File: src/rtl/sweep_controller_pkg.sv
// sweep_controller_pkg: shared constants, mode encodings, state enum and exponent helpers.
//   Holds MAX_EXP, EXP_W, the mode codes (mode 11 runs as single), the IDLE/RUN state
//   type, clamp_exp (limits an exponent to 0..MAX_EXP) and onehot (exponent to 16-bit frequency).
package sg_pkg;
    localparam int EXP_W   = 4;
    localparam int MAX_EXP = 13;
    localparam logic [1:0] MODE_SINGLE   = 2'b00;
    localparam logic [1:0] MODE_WRAP     = 2'b01;
    localparam logic [1:0] MODE_PINGPONG = 2'b10;
    typedef logic [EXP_W-1:0] exp_t;
    typedef enum logic {IDLE, RUN} state_t;
    function automatic exp_t clamp_exp(input exp_t e);
        return (e > EXP_W'(MAX_EXP)) ? EXP_W'(MAX_EXP) : e;
    endfunction
    function automatic logic [15:0] onehot(input exp_t e);
        return 16'd1 << e;
    endfunction
endpackage

File: src/rtl/sweep_controller_if.sv
// sweep_controller_if: control and generator-facing signals of the sweep controller.
//   master: drives start/stop pulses and sweep config, observes frequency/gen_on/busy/strobes.
//   slave : the controller side.
import sg_pkg::*;
interface sweep_controller_if #(parameter int DWELL_W = 16);
    logic               start;
    logic               stop;
    exp_t               exp_start;
    exp_t               exp_stop;
    logic [DWELL_W-1:0] dwell;
    logic [1:0]         mode;
    logic [15:0]        frequency;
    logic               gen_on;
    logic               busy;
    logic               step_strobe;
    logic               done;
    modport master (output start, stop, exp_start, exp_stop, dwell, mode,
                    input  frequency, gen_on, busy, step_strobe, done);
    modport slave  (input  start, stop, exp_start, exp_stop, dwell, mode,
                    output frequency, gen_on, busy, step_strobe, done);
endinterface

File: src/rtl/sweep_controller_tick_prescaler.sv
// tick_prescaler: emits a 1-cycle tick every DIV cycles, phase-aligned to the last clr.
//   clk, rst (sync, active-high), clr (restart count), tick (output pulse).
module tick_prescaler #(
    parameter int DIV = 100_000
) (
    input  logic clk,
    input  logic rst,
    input  logic clr,
    output logic tick
);
    localparam int CW = (DIV > 2) ? $clog2(DIV) : 1;
    logic [CW-1:0] cnt;
    // Tick is decoded from the count so the consumer acts on the DIV-th edge after clr.
    assign tick = (cnt == CW'(DIV - 1));
    always_ff @(posedge clk) begin
        if (rst || clr || tick) cnt <= '0;
        else                    cnt <= cnt + 1'b1;
    end
endmodule

File: src/rtl/sweep_controller.sv
// sweep_controller: steps signal_generator frequency through powers of two with a programmable dwell.
//   clk, rst (sync, active-high); bus (slave): start/stop pulses, exp_start/exp_stop/dwell/mode config,
//   frequency/gen_on to the generator, busy, step_strobe and done status. All outputs registered.
import sg_pkg::*;
module sweep_controller #(
    parameter int CLK_FREQ_HZ = 100_000_000,
    parameter int TICK_HZ     = 1000,
    parameter int DWELL_W     = 16
) (
    input  logic                clk,
    input  logic                rst,
    sweep_controller_if.slave   bus
);
    state_t             state;
    exp_t               cur, start_l, stop_l, hi, lo, nxt, es, ee;
    logic               up, tick, at_end, finish;
    logic [1:0]         mode_l;
    logic [DWELL_W-1:0] dwell_l, dcnt;
    tick_prescaler #(.DIV(CLK_FREQ_HZ / TICK_HZ)) u_pre (
        .clk  (clk),
        .rst  (rst),
        .clr  (bus.start),
        .tick (tick)
    );
    assign es = clamp_exp(bus.exp_start);
    assign ee = clamp_exp(bus.exp_stop);
    assign hi = (start_l > stop_l) ? start_l : stop_l;
    assign lo = (start_l > stop_l) ? stop_l : start_l;
    assign at_end = up ? (cur == hi) : (cur == lo);
    // Ping-pong flips direction at an endpoint and moves immediately; degenerate range holds.
    assign nxt = !at_end                ? (up ? cur + 1'b1 : cur - 1'b1) :
                 mode_l == MODE_WRAP    ? start_l :
                 hi == lo               ? cur :
                 up                     ? cur - 1'b1 : cur + 1'b1;
    assign finish = at_end && mode_l != MODE_WRAP && mode_l != MODE_PINGPONG;
    always_ff @(posedge clk) begin
        if (rst) begin
            state           <= IDLE;
            cur             <= '0;
            start_l         <= '0;
            stop_l          <= '0;
            up              <= 1'b1;
            mode_l          <= MODE_SINGLE;
            dwell_l         <= DWELL_W'(1);
            dcnt            <= '0;
            bus.frequency   <= 16'd1;
            bus.gen_on      <= 1'b0;
            bus.busy        <= 1'b0;
            bus.step_strobe <= 1'b0;
            bus.done        <= 1'b0;
        end else begin
            bus.step_strobe <= 1'b0;
            bus.done        <= 1'b0;
            if (bus.stop) begin
                state      <= IDLE;
                bus.gen_on <= 1'b0;
                bus.busy   <= 1'b0;
            end else if (bus.start) begin
                state           <= RUN;
                start_l         <= es;
                stop_l          <= ee;
                up              <= (ee >= es);
                mode_l          <= bus.mode;
                dwell_l         <= (bus.dwell == '0) ? DWELL_W'(1) : bus.dwell;
                dcnt            <= '0;
                cur             <= es;
                bus.frequency   <= onehot(es);
                bus.gen_on      <= 1'b1;
                bus.busy        <= 1'b1;
                bus.step_strobe <= 1'b1;
            end else if (state == RUN && tick) begin
                if (dcnt != dwell_l - 1'b1) begin
                    dcnt <= dcnt + 1'b1;
                end else begin
                    dcnt <= '0;
                    if (finish) begin
                        state      <= IDLE;
                        bus.gen_on <= 1'b0;
                        bus.busy   <= 1'b0;
                        bus.done   <= 1'b1;
                    end else begin
                        if (at_end && mode_l == MODE_PINGPONG) up <= ~up;
                        cur             <= nxt;
                        bus.frequency   <= onehot(nxt);
                        bus.step_strobe <= 1'b1;
                    end
                end
            end
        end
    end
endmodule
File: src/flat_wrapper.sv
// flat-port wrapper written by rule: the top's interface ports become plain ports
module sweep_controller_flat 
#(
    parameter int CLK_FREQ_HZ = 100_000_000,
    parameter int TICK_HZ     = 1000,
    parameter int DWELL_W     = 16
)
  (clk, rst, bus_start, bus_stop, bus_exp_start, bus_exp_stop, bus_dwell, bus_mode, bus_frequency, bus_gen_on, bus_busy, bus_step_strobe, bus_done);
  sweep_controller_if #(.DWELL_W(DWELL_W)) bus_i ();
  input  logic clk;
  input  logic rst;
  input wire logic [$bits(bus_i.start)-1:0] bus_start;
  input wire logic [$bits(bus_i.stop)-1:0] bus_stop;
  input wire logic [$bits(bus_i.exp_start)-1:0] bus_exp_start;
  input wire logic [$bits(bus_i.exp_stop)-1:0] bus_exp_stop;
  input wire logic [$bits(bus_i.dwell)-1:0] bus_dwell;
  input wire logic [$bits(bus_i.mode)-1:0] bus_mode;
  output wire logic [$bits(bus_i.frequency)-1:0] bus_frequency;
  output wire logic [$bits(bus_i.gen_on)-1:0] bus_gen_on;
  output wire logic [$bits(bus_i.busy)-1:0] bus_busy;
  output wire logic [$bits(bus_i.step_strobe)-1:0] bus_step_strobe;
  output wire logic [$bits(bus_i.done)-1:0] bus_done;
  assign bus_i.start = bus_start;
  assign bus_i.stop = bus_stop;
  assign bus_i.exp_start = bus_exp_start;
  assign bus_i.exp_stop = bus_exp_stop;
  assign bus_i.dwell = bus_dwell;
  assign bus_i.mode = bus_mode;
  assign bus_frequency = bus_i.frequency;
  assign bus_gen_on = bus_i.gen_on;
  assign bus_busy = bus_i.busy;
  assign bus_step_strobe = bus_i.step_strobe;
  assign bus_done = bus_i.done;
  sweep_controller #(.CLK_FREQ_HZ(CLK_FREQ_HZ), .TICK_HZ(TICK_HZ), .DWELL_W(DWELL_W)) u_core (.clk(clk), .rst(rst), .bus(bus_i));
endmodule
File: config.mk
export PLATFORM = sky130hd
export DESIGN_NAME = sweep_controller_flat
export DESIGN_NICKNAME = d
export VERILOG_FILES = /design/src/rtl/sweep_controller_pkg.sv /design/src/rtl/sweep_controller_if.sv /design/src/rtl/sweep_controller_tick_prescaler.sv /design/src/rtl/sweep_controller.sv /design/src/flat_wrapper.sv
export SDC_FILE = /design/constraint.sdc
export NUM_CORES = 1
export LEC_CHECK = 0
export BUFFER_PORTS_ARGS = -buffer_cell sky130_fd_sc_hd__buf_2
export CAP_MARGIN = 20
export CORE_ASPECT_RATIO = 1.25
export CORE_MARGIN = 8
export CORE_UTILIZATION = 66
export CTS_BUF_LIST = sky130_fd_sc_hd__clkbuf_8
export DETAILED_ROUTE_END_ITERATION = 8
export HOLD_SLACK_MARGIN = 0.06
export PLACE_DENSITY = 0.88
export SLEW_MARGIN = 20
export SYNTH_ARGS = -nofsm -noshare
export SYNTH_HDL_FRONTEND = slang
export SYNTH_SLANG_ARGS = --single-unit
File: constraint.sdc
create_clock -name clk -period 9.5 [get_ports clk]
set_input_delay 1.9 -clock clk [delete_from_list [all_inputs] [get_ports clk]]
set_output_delay 1.9 -clock clk [all_outputs]
set_load 0.1 [all_outputs]
## Yosys cells after proc, flatten, opt, wreduce, memory -nomap -nowiden

Index checks and enable logic that the tools add are counted.

| word-level totals | value |
|---|---|
| register bits | 83 |
| latch bits | 0 |
| RAM bits | 0 |
| memory bits (read-only) | 0 |
| input port bits | 30 |
| output and inout bits | 20 |
| word-level logic and storage cells | 90 |
| memories kept | 0 |

| operators by class | value |
|---|---|
| add/subtract/negate cells | 5 |
| $mul | 0 |
| div/mod/pow operators | 0 |
| $lt $le $gt $ge | 4 |
| equality and inequality tests | 11 |
| shift-type cells | 2 |
| muxes and demuxes | 36 |
| bitwise logic cells | 3 |
| reductions and logical operators | 17 |

Operators by type and width:

| operator | number |
|---|---|
| 2-to-1 mux 16 bit | 8 |
| 2-to-1 mux 4 bit | 13 |
| left shift 1 x 4 -> 16 bit (first input constant) | 2 |
| adder 17 x 1 -> 17 bit (second input constant) | 1 |
| equality test 17 bit (second input constant) | 1 |
| adder 16 x 1 -> 16 bit (second input constant) | 1 |
| zero test 16 bit | 1 |
| != test 16 bit | 1 |
| subtractor 16 x 1 -> 16 bit (second input constant) | 1 |
| 2-to-1 mux 1 bit | 15 |
| equality test 4 bit | 3 |
| greater-than comparator 4 bit (second input constant) | 2 |
| != test 2 bit (second input constant) | 3 |
| nonzero test 2 bit | 3 |
| AND reduction 5 bit | 1 |
| OR reduction 5 bit | 1 |
| adder 4 x 1 -> 4 bit (second input constant) | 1 |
| greater-or-equal comparator 4 bit | 1 |
| greater-than comparator 4 bit | 1 |
| logical AND 1 bit | 4 |
| AND reduction 2 bit | 2 |
| AND reduction 4 bit | 1 |
| subtractor 4 x 1 -> 4 bit (second input constant) | 1 |
| inverter 1 bit | 3 |
| other kinds (6) | 7 |

## Depth between registers and ports, before layout

Gate-level depths: netlist of run 1.

| depth | value |
|---|---|
| depth in word-level cells | 11 |
| depth in mapped cells | 12 |
| gate-level depth less buffers | 10 |

## Hierarchy

A second synthesis of run 1 with hierarchy kept.

| unflattened totals | value |
|---|---|
| cell total of the unflattened synthesis | 551 |
| area total of the unflattened synthesis | 4640.7 um2 |

Modules (own cells, without submodules):

| module | times used | cells each | area each (um2) | sequential area each (um2) |
|---|---|---|---|---|
| sweep_controller | 1 | 464 | 3777.4 | 1321.3 |
| tick_prescaler | 1 | 87 | 863.3 | 340.3 |

## Worst setup path after synthesis of run 1

OpenSTA, ideal clock, no wires.

| timing path | value |
|---|---|
| kind | input -> register |
| start | in bus_start |
| end | reg u_core.bus.frequency[8] |
| setup time | 0.089 ns |
| data arrival time | 3.572 ns |
| data required time | 9.411 ns |
| path slack | 5.839 ns |
| stages on the path | 7 |
| buffers on the path | 2 |
| cell sequence | clkbuf_1 -> inv_1 -> clkbuf_1 -> nor2_1 -> a41oi_4 -> or3_4 -> o32ai_2 |

| between the ends | value |
|---|---|
| word-level cells in the longest chain between the ends | 2 |
| elaborated cells between the ends (all ways) | 5 |
| those cells by class | eq/ne: 2; mux: 1; reduce/logical: 2 |

Ends and longest elaborated chain:

| element | RTL line | source |
|---|---|---|
| from (decl) | flat_wrapper.sv:12 | `input wire logic [$bits(bus_i.start)-1:0] bus_start;` |
| != test 2 bit (no line) / nonzero test 2 bit (equally long branches) | -- |  |
| AND reduction 4 bit (no line) | -- |  |
| to (signal assigned) | sweep_controller.sv:67 | `bus.frequency <= onehot(es);` |
| to (signal assigned) | sweep_controller.sv:84 | `bus.frequency <= onehot(nxt);` |
| to (decl) | sweep_controller_if.sv:20 | `output frequency, gen_on, busy, step_strobe, done);` |

Several ways; a longest one is shown, not always the timed one.
A chain may end at the register's enable or synchronous reset.

## Worst setup path after layout of run 1

| timing path | value |
|---|---|
| start | reg u_core.dwell_l[0] |
| end | reg u_core.dcnt[0] |

| between the ends | value |
|---|---|
| word-level cells in the longest chain between the ends | 5 |

Ends and longest elaborated chain:

| element | RTL line | source |
|---|---|---|
| from (decl) | sweep_controller.sv:18 | `logic [DWELL_W-1:0] dwell_l, dcnt;` |
| from (signal assigned) | sweep_controller.sv:64 | `dwell_l <= (bus.dwell == '0) ? DWELL_W'(1) : bus.dwell;` |
| subtractor 16 x 1 -> 16 bit | sweep_controller.sv:72 | `if (dcnt != dwell_l - 1'b1) begin` |
| != test 16 bit | sweep_controller.sv:72 |  |
| 2-to-1 mux 16 bit | sweep_controller.sv:72 |  |
| 2-to-1 mux 16 bit | sweep_controller.sv:71 | `end else if (state == RUN && tick) begin` |
| 2-to-1 mux 16 bit | sweep_controller.sv:58 | `end else if (bus.start) begin` |
| to (signal assigned) | sweep_controller.sv:73 | `dcnt <= dcnt + 1'b1;` |
| to (decl) | sweep_controller.sv:18 |  |

No other way between the ends. The select of a mux whose other input is x is not followed.

==> results of run 1 <==
[layout make-up]
type / count / area, um^2
Multi-Input combinational cell: 419 / 2730
Fill cell: 532 / 1820
Sequential cell: 83 / 1660
Timing Repair Buffer: 50 / 253
Clock buffer: 9 / 124
Tap cell: 90 / 113
Inverter: 21 / 78.8
Clock inverter: 7 / 70.1
[worst max path at each step]
stage | end | cells after the start | from | slack [ns]
after floorplan | u_core.bus.frequency[8] | 7 | bus_start | 5.84
after global placement | u_core.bus.frequency[12] | 6 | bus_start | 5.39
after detailed placement | u_core.bus.frequency[12] | 6 | bus_start | 5.29
after CTS | u_core.bus.frequency[12] | 6 | bus_start | 5.62
after global routing | u_core.dcnt[0] | 10 | u_core.dwell_l[0] | 5.57
final | u_core.dcnt[0] | 10 | u_core.dwell_l[0] | 5.88
[stage by stage]
step | total power [W] | area (um^2) | std cells
6_report | 0.000788 | 5020 | 679
5_1_grt | 0.000820 | 5020 | 679
2_1_floorplan | 0.000506 | 4610 | 557
3_5_place_dp | 0.000541 | 4830 | 663
3_3_place_gp | 0.000536 | 4830 | 663
4_1_cts | 0.000788 | 5020 | 679
[sequential cells by signal (all words and copies together), names as in the netlist]
register	count
u_core.bus.done	1
u_core.u_pre.cnt	17
u_core.dwell_l	16
u_core.state	1
u_core.dcnt	16
u_core.start_l	4
u_core.bus.frequency	16
u_core.stop_l	4
u_core.up	1
u_core.cur	4
u_core.mode_l	2
u_core.bus.step_strobe	1
[Yosys cell counts (5+ instances only)]
master / count / area, um^2
dfxtp_1: 83 / 1660
nand2_1: 74 / 278
nor2_1: 52 / 195
xor2_1: 37 / 324
a21oi_1: 35 / 175
clkbuf_1: 26 / 97.6
xnor2_1: 25 / 219
inv_1: 21 / 78.8
nand3_1: 21 / 105
ha_1: 13 / 163
o21ai_0: 13 / 65.1
nand4_1: 11 / 68.8
and3_1: 10 / 62.6
nor4_1: 10 / 62.6
o2bb2ai_1: 10 / 87.6
a211oi_1: 7 / 52.6
nor3_1: 6 / 30.0
a21o_1: 5 / 37.5
a31oi_1: 5 / 31.3
nor2b_1: 5 / 31.3
nor4b_1: 5 / 43.8
[metal layers]
layer  GRT usage  share of wire
met3      0.0601          0.054
met4       0.106          0.025
met1       0.261           0.42
met2       0.408           0.50
met5           0              0
[cell families (layout without fill, tap and decap cells)]
group,Yosys count,count (layout)
AOI/OAI and AO/OA,110,110
xor gates and xnor gates,62,62
muxes,5,5
buffers and inverters,55,87
adders and majority gates,13,13
DFF,83,83
and+or+nand+nor,229,229
[power by group through the flow]
stage               Clock, W  Combinational, W  Sequential [W]
detailed placement         0          0.000160        0.000380
CTS                 0.000253          0.000162        0.000373
finish              0.000250          0.000164        0.000373
floorplan                  0          0.000114        0.000392
global route        0.000267          0.000178        0.000375
global placement           0          0.000155        0.000380
==> results.md, run 1 <==
- Outcome: completed
- Vias in the first global route: 4135
- Final core occ: 0.734
- Fin Setup TNS: 0 ns
- Grt ovf: 0
- # hold bufs at CTS: 0
- Crit-path leading delay family: compound AO/OA/AOI/OAI gates
- R2r worst-path depth: 10
- Critical-path top delay cell: o21ai_1
- XOR/XNOR share of the synthesized area: 0.118
- Commonest cells after routing, fill and taps aside: dfxtp_1 (83), nand2_1 (74), nor2_1 (51)
- Clock tree from TritonCTS: yes
- First-pass GRT wire length: 19100 um
- H-tree depth: 3
- Gr usage total: 0.232
- Synth Area in Compound Gates: 0.168
- Final setup margin: 5.88 ns
- Standard-cell rows: 34
- Num ports: 50
- DPL Wire Length: 8180 um
- Final setup viols: 0
- Synth-to-Final Area Change: 9.01%
- Clk buf depth: 2
- Worst r2r src: u_core.dwell_l[0]
- Worst Path Arrival: 3.83 ns
- Number of antenna diodes: 0
- Max-slew violations: 0
- Startpoint Class: flip-flop
- Final wirelength: 11300 um
- Min-delay src: u_core.u_pre.cnt[0]
- Largest family of logic cells by synthesized area: simple AND/OR/NAND/NOR gates
- Post-Synth Simple-Gate Area: 0.257
- Worst hold slack: approximately 0.45 ns
- R2r endpoint: u_core.dcnt[0]
- Wirelength per Cell: 16.7 um
- Gpl congestion: 0.879
- Adder-Cell Fraction of Synth Area: 0.0353
- Hold endpoint: u_core.u_pre.cnt[0]
- Number of distinct library cells after synthesis: 70
- DRT iter0 DRCs: 255
- Router iterations before antenna repair: 7
- Flop pwr share: 0.474
- Top cell by count, worst path: nor2_1
- Max-cap violations: 0
- # Post-CTS Setup Buffers: 0
- Pwr/cell area: ~160 nW/um^2
- Slew @ Worst Pin: 0.993 ns
- Worst path bufs/invs: 1
- Clock latency on the worst-skew pair: between 0.3 and 0.4 ns
- Critical path peak fanout: 15
- Sw power: 0.000253 W
- Synthesized Nets: 600
- Hold Crit Depth: 1
- Die Y: roughly 110 um
- Antenna viol nets, final: 0
- Worst hold path class: flip-flop to flip-flop
- Crit Path Class: flip-flop to flip-flop
- Commonest non-fill, non-tap cell in the layout: dfxtp_1
- Clock power share: 0.318
- Switching portion of total power: 0.321
- Required time worst endpoint: just under 10 ns
- Relative slew slack: 0.330
- Comb power frac: 0.209
- Initial antenna violation count: 0
- Largest net degree at the start of global routing: 40
- Peak Freq: approximately 280 MHz
- Starting Density: 0.673
- Main synth FF type: dfxtp_1
- Flops & latches, synth: 83
- Clock root buffer: clkbuf_8
- P_leak: about 2.0 nW
- Core Area: 6850 um^2
- Count of final hold-check violations: 0
- Layout cells sized above 1: 0.139
- Portion of netlist area occupied by mux cells: 0.0114
- Cells after Synth: roughly 560
- Post-synthesis async set-or-reset flop share: 0
- Fin crit share: 0.382
- RSZ-0062 raised after global routing: false
- Mean post-synth cell area: 8.28 um^2
- Via density: a little over 6
- CP peak stage delay: slightly below 0.8 ns
- Port Buf Inserts: 49
- Yosys warns: 0
- Critical path capture point type: flip-flop
- Int Power: ~0.00054 W
- Nets@finish: 627
- VDD IR max: 0.113 mV
- # clock sinks: 83
- Die W: 90.7 um
- Die area: 9930 um^2
- Min Clock Period, post-route: 3.62 ns
- PostCTS Resize Cnt: 0
- Clk slew on worst S/H paths: 0.08 ns
- Via Count: 4144
- Post-synthesis sequential area ratio: 0.360
- Syn Std Cell Area: approximately 4600 um^2
- Post-place setup slack: around 5.3 ns
- Clock Skew: 0.0116 ns
- Post-route DRC: 0
- Worst path cell trace: inv_1, ha_1, or3b_1, nor2_1, a2111oi_0, nand2_1, nor4_4, a21oi_1, o21ai_1, nor2_1
- Flop2flop setup slack: approximately 5.9 ns
- Post-synth EDFFs: 0
- Num CTS Buffers: 9
Note: power is estimated with default switching activity, not from simulation.
==> run 2, diff against run 1 <==
CORE_UTILIZATION = 55   (was 66)
PLACE_DENSITY = 0.78   (was 0.88)
clock period = 2.9 ns   (was 9.5 ns; I/O delays follow)
==> results.md, run 2 (same netlist as run 1, synthesis figures left out) <==
- Commonest cells after routing, fill and taps aside: nand2_1 (74), dfxtp_1 (74), nor2_1 (51)
- H-tree depth: 3 (unchanged)
- Critical path capture point type: flip-flop
- Antenna viol nets, final: 0 (unchanged)
- Crit Path Class: flip-flop to flip-flop
- Outcome: completed
- Final core occ: 0.663 (-0.0706)
- Num ports: 50 (unchanged)
- Count of final hold-check violations: 0 (unchanged)
- Relative slew slack: 0.550 (+0.220)
- Synth-to-Final Area Change: 17.9%
- # clock sinks: 83 (unchanged)
- Router iterations before antenna repair: 4 (-3)
- Die W: 97.9 um (+7.9%)
- Clk slew on worst S/H paths: 0.09 ns (about the same)
- Clock Skew: 0.00827 ns (-0.00330 ns)
- DRT iter0 DRCs: 210 (-18%)
- Vias in the first global route: 4244 (+2.6%)
- Via density: 5.87 (-3.8%)
- VDD IR max: 0.331 mV (+190%)
- Gpl congestion: 0.911 (+3.6%)
- Startpoint Class: flip-flop
- Worst Path Arrival: 3.13 ns (-0.70 ns)
- Post-place setup slack: -0.0619 ns (-5.35 ns)
- Gr usage total: 0.201 (-0.0317)
- Slew @ Worst Pin: 0.675 ns (-0.318 ns)
- Worst r2r src: u_core.dwell_l[0]
- Via Count: 4229 (+2.1%)
- Max-slew violations: 0 (unchanged)
- Worst hold path class: primary input to flip-flop
- Max reg flops: 17 (unchanged)
- P_leak: 2.17 nW (+10%)
- Area of placed instances: 5070 um^2 (+5.1%)
- Die area: 11600 um^2 (+17%)
- R2r endpoint: u_core.bus.frequency[12]
- Clk buf depth: 2 (unchanged)
- Peak Freq: 353 MHz (+28%)
- Start point of the critical path: u_core.dwell_l[0]
- Clock latency on the worst-skew pair: 0.38 ns (+0.03 ns)
- Grt ovf: 0 (unchanged)
- Fin crit share: 0.977 (+0.596)
- Port Buf Inserts: 49 (unchanged)
- Final wirelength: 11600 um (+2.7%)
- Clock root buffer: clkbuf_8
- Hold Crit Depth: 3 (+2)
- Final setup viols: 0 (unchanged)
- Final setup margin: 0.0666 ns (-5.81 ns)
- Fin area: 5430 um^2 (+8.1%)
- Die Y: 118 um (+8.1%)
- Top reg by flops: u_core.u_pre.cnt
- Required time worst endpoint: 3.20 ns (-6.50 ns)
- Min Clock Period, post-route: 2.83 ns (-0.791 ns)
- Fin Setup TNS: 0 ns (unchanged)
- Post-layout power: 0.00265 W (+240%)
- Standard-cell rows: 37 (+8.8%)
- Initial antenna violation count: 0 (unchanged)
- Largest net degree at the start of global routing: 39 (-2.5%)
- Critical Path End: u_core.bus.frequency[12]
- Pwr/cell area: 488 nW/um^2 (+210%)
- Flop2flop setup slack: 0.07 ns (-5.81 ns)
- Starting Density: 0.563 (-0.110)
- R2r worst-path depth: 11 (+1)
- Critical path peak fanout: 5 (-10)
- Clock tree from TritonCTS: yes
- Core Area: 8190 um^2 (+20%)
- Number of antenna diodes: 0 (unchanged)
- # hold bufs at CTS: 0 (unchanged)
- Post-route DRC: 0 (unchanged)
- Wirelength per Cell: 16.2 um (-3.1%)
- First-pass GRT wire length: 19100 um (-0.14%)
- Num CTS Buffers: 9 (unchanged)
- DPL Wire Length: 8660 um (+5.9%)
- Max-cap violations: 0 (unchanged)
- Layout cells sized above 1: 0.230 (+0.0903)
- Nets@finish: 661 (+5.4%)
run 2: cell count changes in the layout (fill, tap and decap cells not counted), moves of 3 or more:
| cell | delta |
|---|---|
| buf_4 | +33 |
| dfxtp_1 | -9 |
| dfxtp_2 | +9 |
| ha_1 | -3 |
| ha_4 | +3 |
| o21ai_0 | -3 |
run 2: per-layer routing:
metal / global-route usage / up-vias / wire length (um)
met4: 0.104 / 0 / 286
met3: 0.0587 / 21 / 725
met2: 0.355 / 106 / 5770
li1: - / 2084 / -
met5: 0 / - / 0
met1: 0.211 / 2018 / 4860
run 2: layout make-up:
| class | instances | area [um^2] |
|---|---|---|
| Inverter | 21 | 78.8 |
| Tap cell | 97 | 121 |
| Clock inverter | 7 | 52.6 |
| Timing Repair Buffer | 84 | 512 |
| Sequential cell | 83 | 1670 |
| Multi-Input combinational cell | 419 | 2870 |
| Clock buffer | 9 | 124 |
| Fill cell | 672 | 2760 |
run 2: what timing repair did:
item | in CTS | in global routing
setup buffers | 0 | 3
pin swaps | 1 | 15
endpoints found under the setup margin | 13 | 35
resized for setup | 4 | 33
endpoints found under the hold margin | 0 | 0
run 2: critical path: stages (launching register included):
cell     delay, ns
dfxtp_1       0.34
inv_1         0.07
ha_1          0.15
or3b_4        0.39
buf_4         0.17
nor4_1        0.21
a31oi_1       0.07
nor4_1        0.19
o31a_1        0.29
a41oi_4       0.19
or3_4         0.43
o32ai_2       0.24
run 2: worst min path at each step:
stage / slack [ns] / start / to
finish: 0.44 / bus_mode[1] / u_core.mode_l[1]
CTS: 0.43 / bus_mode[1] / u_core.mode_l[1]
global route: 0.45 / bus_mode[1] / u_core.mode_l[1]
detailed placement: 0.44 / u_core.bus.frequency[3] / u_core.bus.frequency[3]
floorplan: 0.42 / u_core.u_pre.cnt[0] / u_core.u_pre.cnt[0]
global placement: 0.43 / u_core.u_pre.cnt[0] / u_core.u_pre.cnt[0]
run 2: metrics by stage:
stage          std cells  hold slack, ns
6_report             720           0.444
3_5_place_dp         701           0.439
3_3_place_gp         701           0.429
5_1_grt              720           0.452
4_1_cts              717           0.430
2_1_floorplan        557           0.418
run 2: power by group:
group	total (W)	internal (W)	switching (W)
combinational	0.000669	0.000279	0.000390
clock	0.000765	0.000315	0.000451
sequential	0.00122	0.00117	0.0000452
total	0.00265	0.00177	0.000886
==> run 3, diff against run 2 <==
SYNTH_HIERARCHICAL = 1   (was not set)
==> results.md, run 3 <==
- Outcome: finished, violations left
- Violated checks: setup timing
- VDD IR max: 0.336 mV (+1.4%)
- DRT iter0 DRCs: 170 (-19%)
- Syn Std Cell Area: 4640 um^2 (+0.68%)
- Startpoint Class: flip-flop
- Synth area leader: dfxtp_1
- Critical path capture point type: flip-flop
- Commonest cells after routing, fill and taps aside: dfxtp_1 (81), nand2_1 (66), buf_4 (59)
- Core Area: 8240 um^2 (+0.56%)
- Layout cells sized above 1: 0.277 (+0.0475)
- Yosys warns: 6 (+6)
- Largest net degree at the start of global routing: 29 (-26%)
- Clock latency on the worst-skew pair: 0.37 ns (about the same)
- Gr usage total: 0.215 (+0.0138)
- Top cells by area, synth: dfxtp_1 (36%), xnor2_1 (6.6%), nand2_1 (5.6%), nor2_1 (4.7%), a21oi_1 (4.2%)
- Antenna viol nets, final: 0 (unchanged)
- # fillers: 625 (-7.0%)
- Critical path peak fanout: 4 (-1)
- Pwr/cell area: 513 nW/um^2 (+5.0%)
- Synthesized Nets: 594 (-1.0%)
- Clock Skew: 0.0119 ns (+0.00363 ns)
- Worst path cell trace: inv_2, ha_4, or3b_4, or3_4, a21oi_2, o21bai_1, or4_4, a221o_1, or3_4, a2bb2o_4
- Adder-Cell Fraction of Synth Area: 0.0350 (-0.000238)
- Multi-input gate area: 2960 um^2 (+3.1%)
- Port Buf Inserts: 49 (unchanged)
- Post-layout power: 0.00298 W (+12%)
- Peak Freq: 319 MHz (-9.6%)
- Worst hold path class: primary input to flip-flop
- Critical-path top delay cell: or4_4
- Clk slew on worst S/H paths: 0.09 ns (about the same)
- Die W: 98.2 um (+0.29%)
- Num ports: 50 (unchanged)
- Post-synthesis sequential area ratio: 0.358 (-0.00243)
- Initial antenna violation count: 0 (unchanged)
- Required time worst endpoint: 3.22 ns (+0.02 ns)
- P_leak: 2.36 nW (+8.9%)
- Final wirelength: 12500 um (+7.1%)
- Starting Density: 0.563 (+0.000636)
- Relative slew slack: 0.535 (-0.0151)
- Worst hold slack: 0.454 ns (+0.0105 ns)
- Num CTS Buffers: 9 (unchanged)
- Fin crit share: 1.08 (+0.104)
- Post-Synth Simple-Gate Area: 0.274 (+0.0177)
- Commonest non-fill, non-tap cell in the layout: dfxtp_1
- Fin area: 5820 um^2 (+7.1%)
- Top cell by count, worst path: or3_4
- Portion of netlist area occupied by mux cells: 0.0221 (+0.0107)
- Via density: 5.94 (+1.1%)
- Fin Setup TNS: -3.85 ns (-3.85 ns)
- H-tree depth: 3 (unchanged)
- Yosys top cell area share: 0.358 (-0.00243)
- Post-route DRC: 0 (unchanged)
- Worst Path Arrival: 3.45 ns (+0.32 ns)
- Top reg by flops: u_core/u_pre/cnt
- Flops & latches, synth: 83 (unchanged)
- CP peak stage delay: 0.55 ns (+0.12 ns)
- Wirelength per Cell: 16.5 um (+2.3%)
- Router iterations before antenna repair: 5 (+1)
- Crit-path leading delay family: simple AND/OR/NAND/NOR gates
- Cells after Synth: 551 (-1.1%)
- # clock sinks: 83 (unchanged)
- Min Clock Period, post-route: 3.14 ns (+0.303 ns)
- Number of antenna diodes: 0 (unchanged)
- Max-slew violations: 0 (unchanged)
- Register cell area after layout: 1670 um^2 (-0.37%)
- Max-cap violations: 0 (unchanged)
- Clock root buffer: clkbuf_8
- Area of placed instances: 5400 um^2 (+6.5%)
- Crit Path Class: flip-flop to flip-flop
- First-pass GRT wire length: 20600 um (+7.7%)
- RSZ-0062 raised after global routing: true
- Standard-cell rows: 37 (unchanged)
- Vias in the first global route: 4524 (+6.6%)
- Die Y: 119 um (+0.30%)
- DPL Wire Length: 9060 um (+4.7%)
- Mean post-synth cell area: 8.42 um^2 (+1.8%)
- Die area: 11700 um^2 (+0.58%)
- Worst path bufs/invs: 1 (-1)
- XOR/XNOR share of the synthesized area: 0.108 (-0.0102)
- Nets@finish: 695 (+5.1%)
- Largest family of logic cells by synthesized area: simple AND/OR/NAND/NOR gates
- Slew @ Worst Pin: 0.691 ns (+0.0162 ns)
- Synth top cells by count: dfxtp_1 (83), nand2_1 (69), nor2_1 (58)
- Post-synth EDFFs: 0 (unchanged)
- Final setup margin: -0.236 ns (-0.303 ns)
- Synth-to-Final Area Change: 25.4%
- Synth Area in Compound Gates: 0.162 (-0.00653)
- Clk buf depth: 2 (unchanged)
- Post-synthesis async set-or-reset flop share: 0 (unchanged)
- Main synth FF type: dfxtp_1
- Clock tree from TritonCTS: yes
- Via Count: 4476 (+5.8%)
- Gpl congestion: 1.02 (+12%)
- Final setup viols: 38 (+38)
- Number of distinct library cells after synthesis: 67 (-4.3%)
- Grt ovf: 0 (unchanged)
- Most numerous cell in the Yosys netlist: dfxtp_1
- Count of final hold-check violations: 0 (unchanged)
- Max reg flops: 17 (unchanged)
## run 3: worst register-to-register path: cells and delay by family, from the launching register on
| kind | cells | cell delay, ns |
|---|---|---|
| compound gates | 4 | 0.81 |
| fa+ha+maj | 1 | 0.12 |
| buf+inv | 1 | 0.06 |
| flops | 1 | 0.36 |
| simple gates | 4 | 1.74 |
## run 3: final timing paths
| path | cells past startpoint | slack (ns) | end | startpoint |
|---|---|---|---|---|
| max reg2reg | 10 | -0.24 | u_core/bus.frequency[4] | u_core/dwell_l[0] |
| min | 2 | 0.45 | u_core/bus.done | bus_stop |
| max | 10 | -0.24 | u_core/bus.frequency[4] | u_core/dwell_l[0] |
| min reg2reg | 1 | 0.47 | u_core/bus.frequency[12] | u_core/bus.frequency[12] |
## run 3: area by class of cell
cell class,count,share of cell area
Multi-Input combinational cell,428,0.509
Sequential cell,83,0.286
Inverter,17,0.0110
Tap cell,97,0.0209
Clock buffer,10,0.0237
Timing Repair Buffer,113,0.130
Clock inverter,6,0.0191
## run 3: power breakdown
group / leakage (nW) / switching [W] / internal, W
clock network: 0.123 / 0.000435 / 0.000597
registers: 0.674 / 0.0000289 / 0.00117
logic: 1.56 / 0.000438 / 0.000315
## run 3: repair_timing
| action | in CTS | in global routing |
|---|---|---|
| pin swaps | 13 | 16 |
| hold buffers | 0 | 0 |
| gates resized for setup | 20 | 12 |
| gates cloned | 1 | 0 |
| endpoints found under the setup margin | 23 | 24 |
| buffers inserted | 2 | 1 |
## run 3: routing by layer
metal / share of wire / global-route usage / up-vias
met5: 0 / 0 / -
met4: 0.033 / 0.118 / 0
met3: 0.045 / 0.0570 / 41
met2: 0.53 / 0.395 / 138
met1: 0.39 / 0.214 / 2130
li1: - / - / 2167
## run 3: kinds of logic after synthesis
| logic type | after synthesis |
|---|---|
| muxes | 10 |
| and+or+nand+nor | 241 |
| xor gates and xnor gates | 57 |
| adders and majority gates | 13 |
| AOI/OAI and AO/OA | 106 |
| DFF | 83 |
| buffers and inverters | 41 |
## run 3: stage by stage
stage / instances / util / setup slack, ns
2_1_floorplan: 551 / - / -0.129
3_3_place_gp: 734 / 0.655 / -0.125
3_5_place_dp: 734 / 0.655 / -0.229
4_1_cts: 753 / 0.699 / -0.250
5_1_grt: 754 / 0.706 / -0.307
6_report: 754 / 0.706 / -0.236
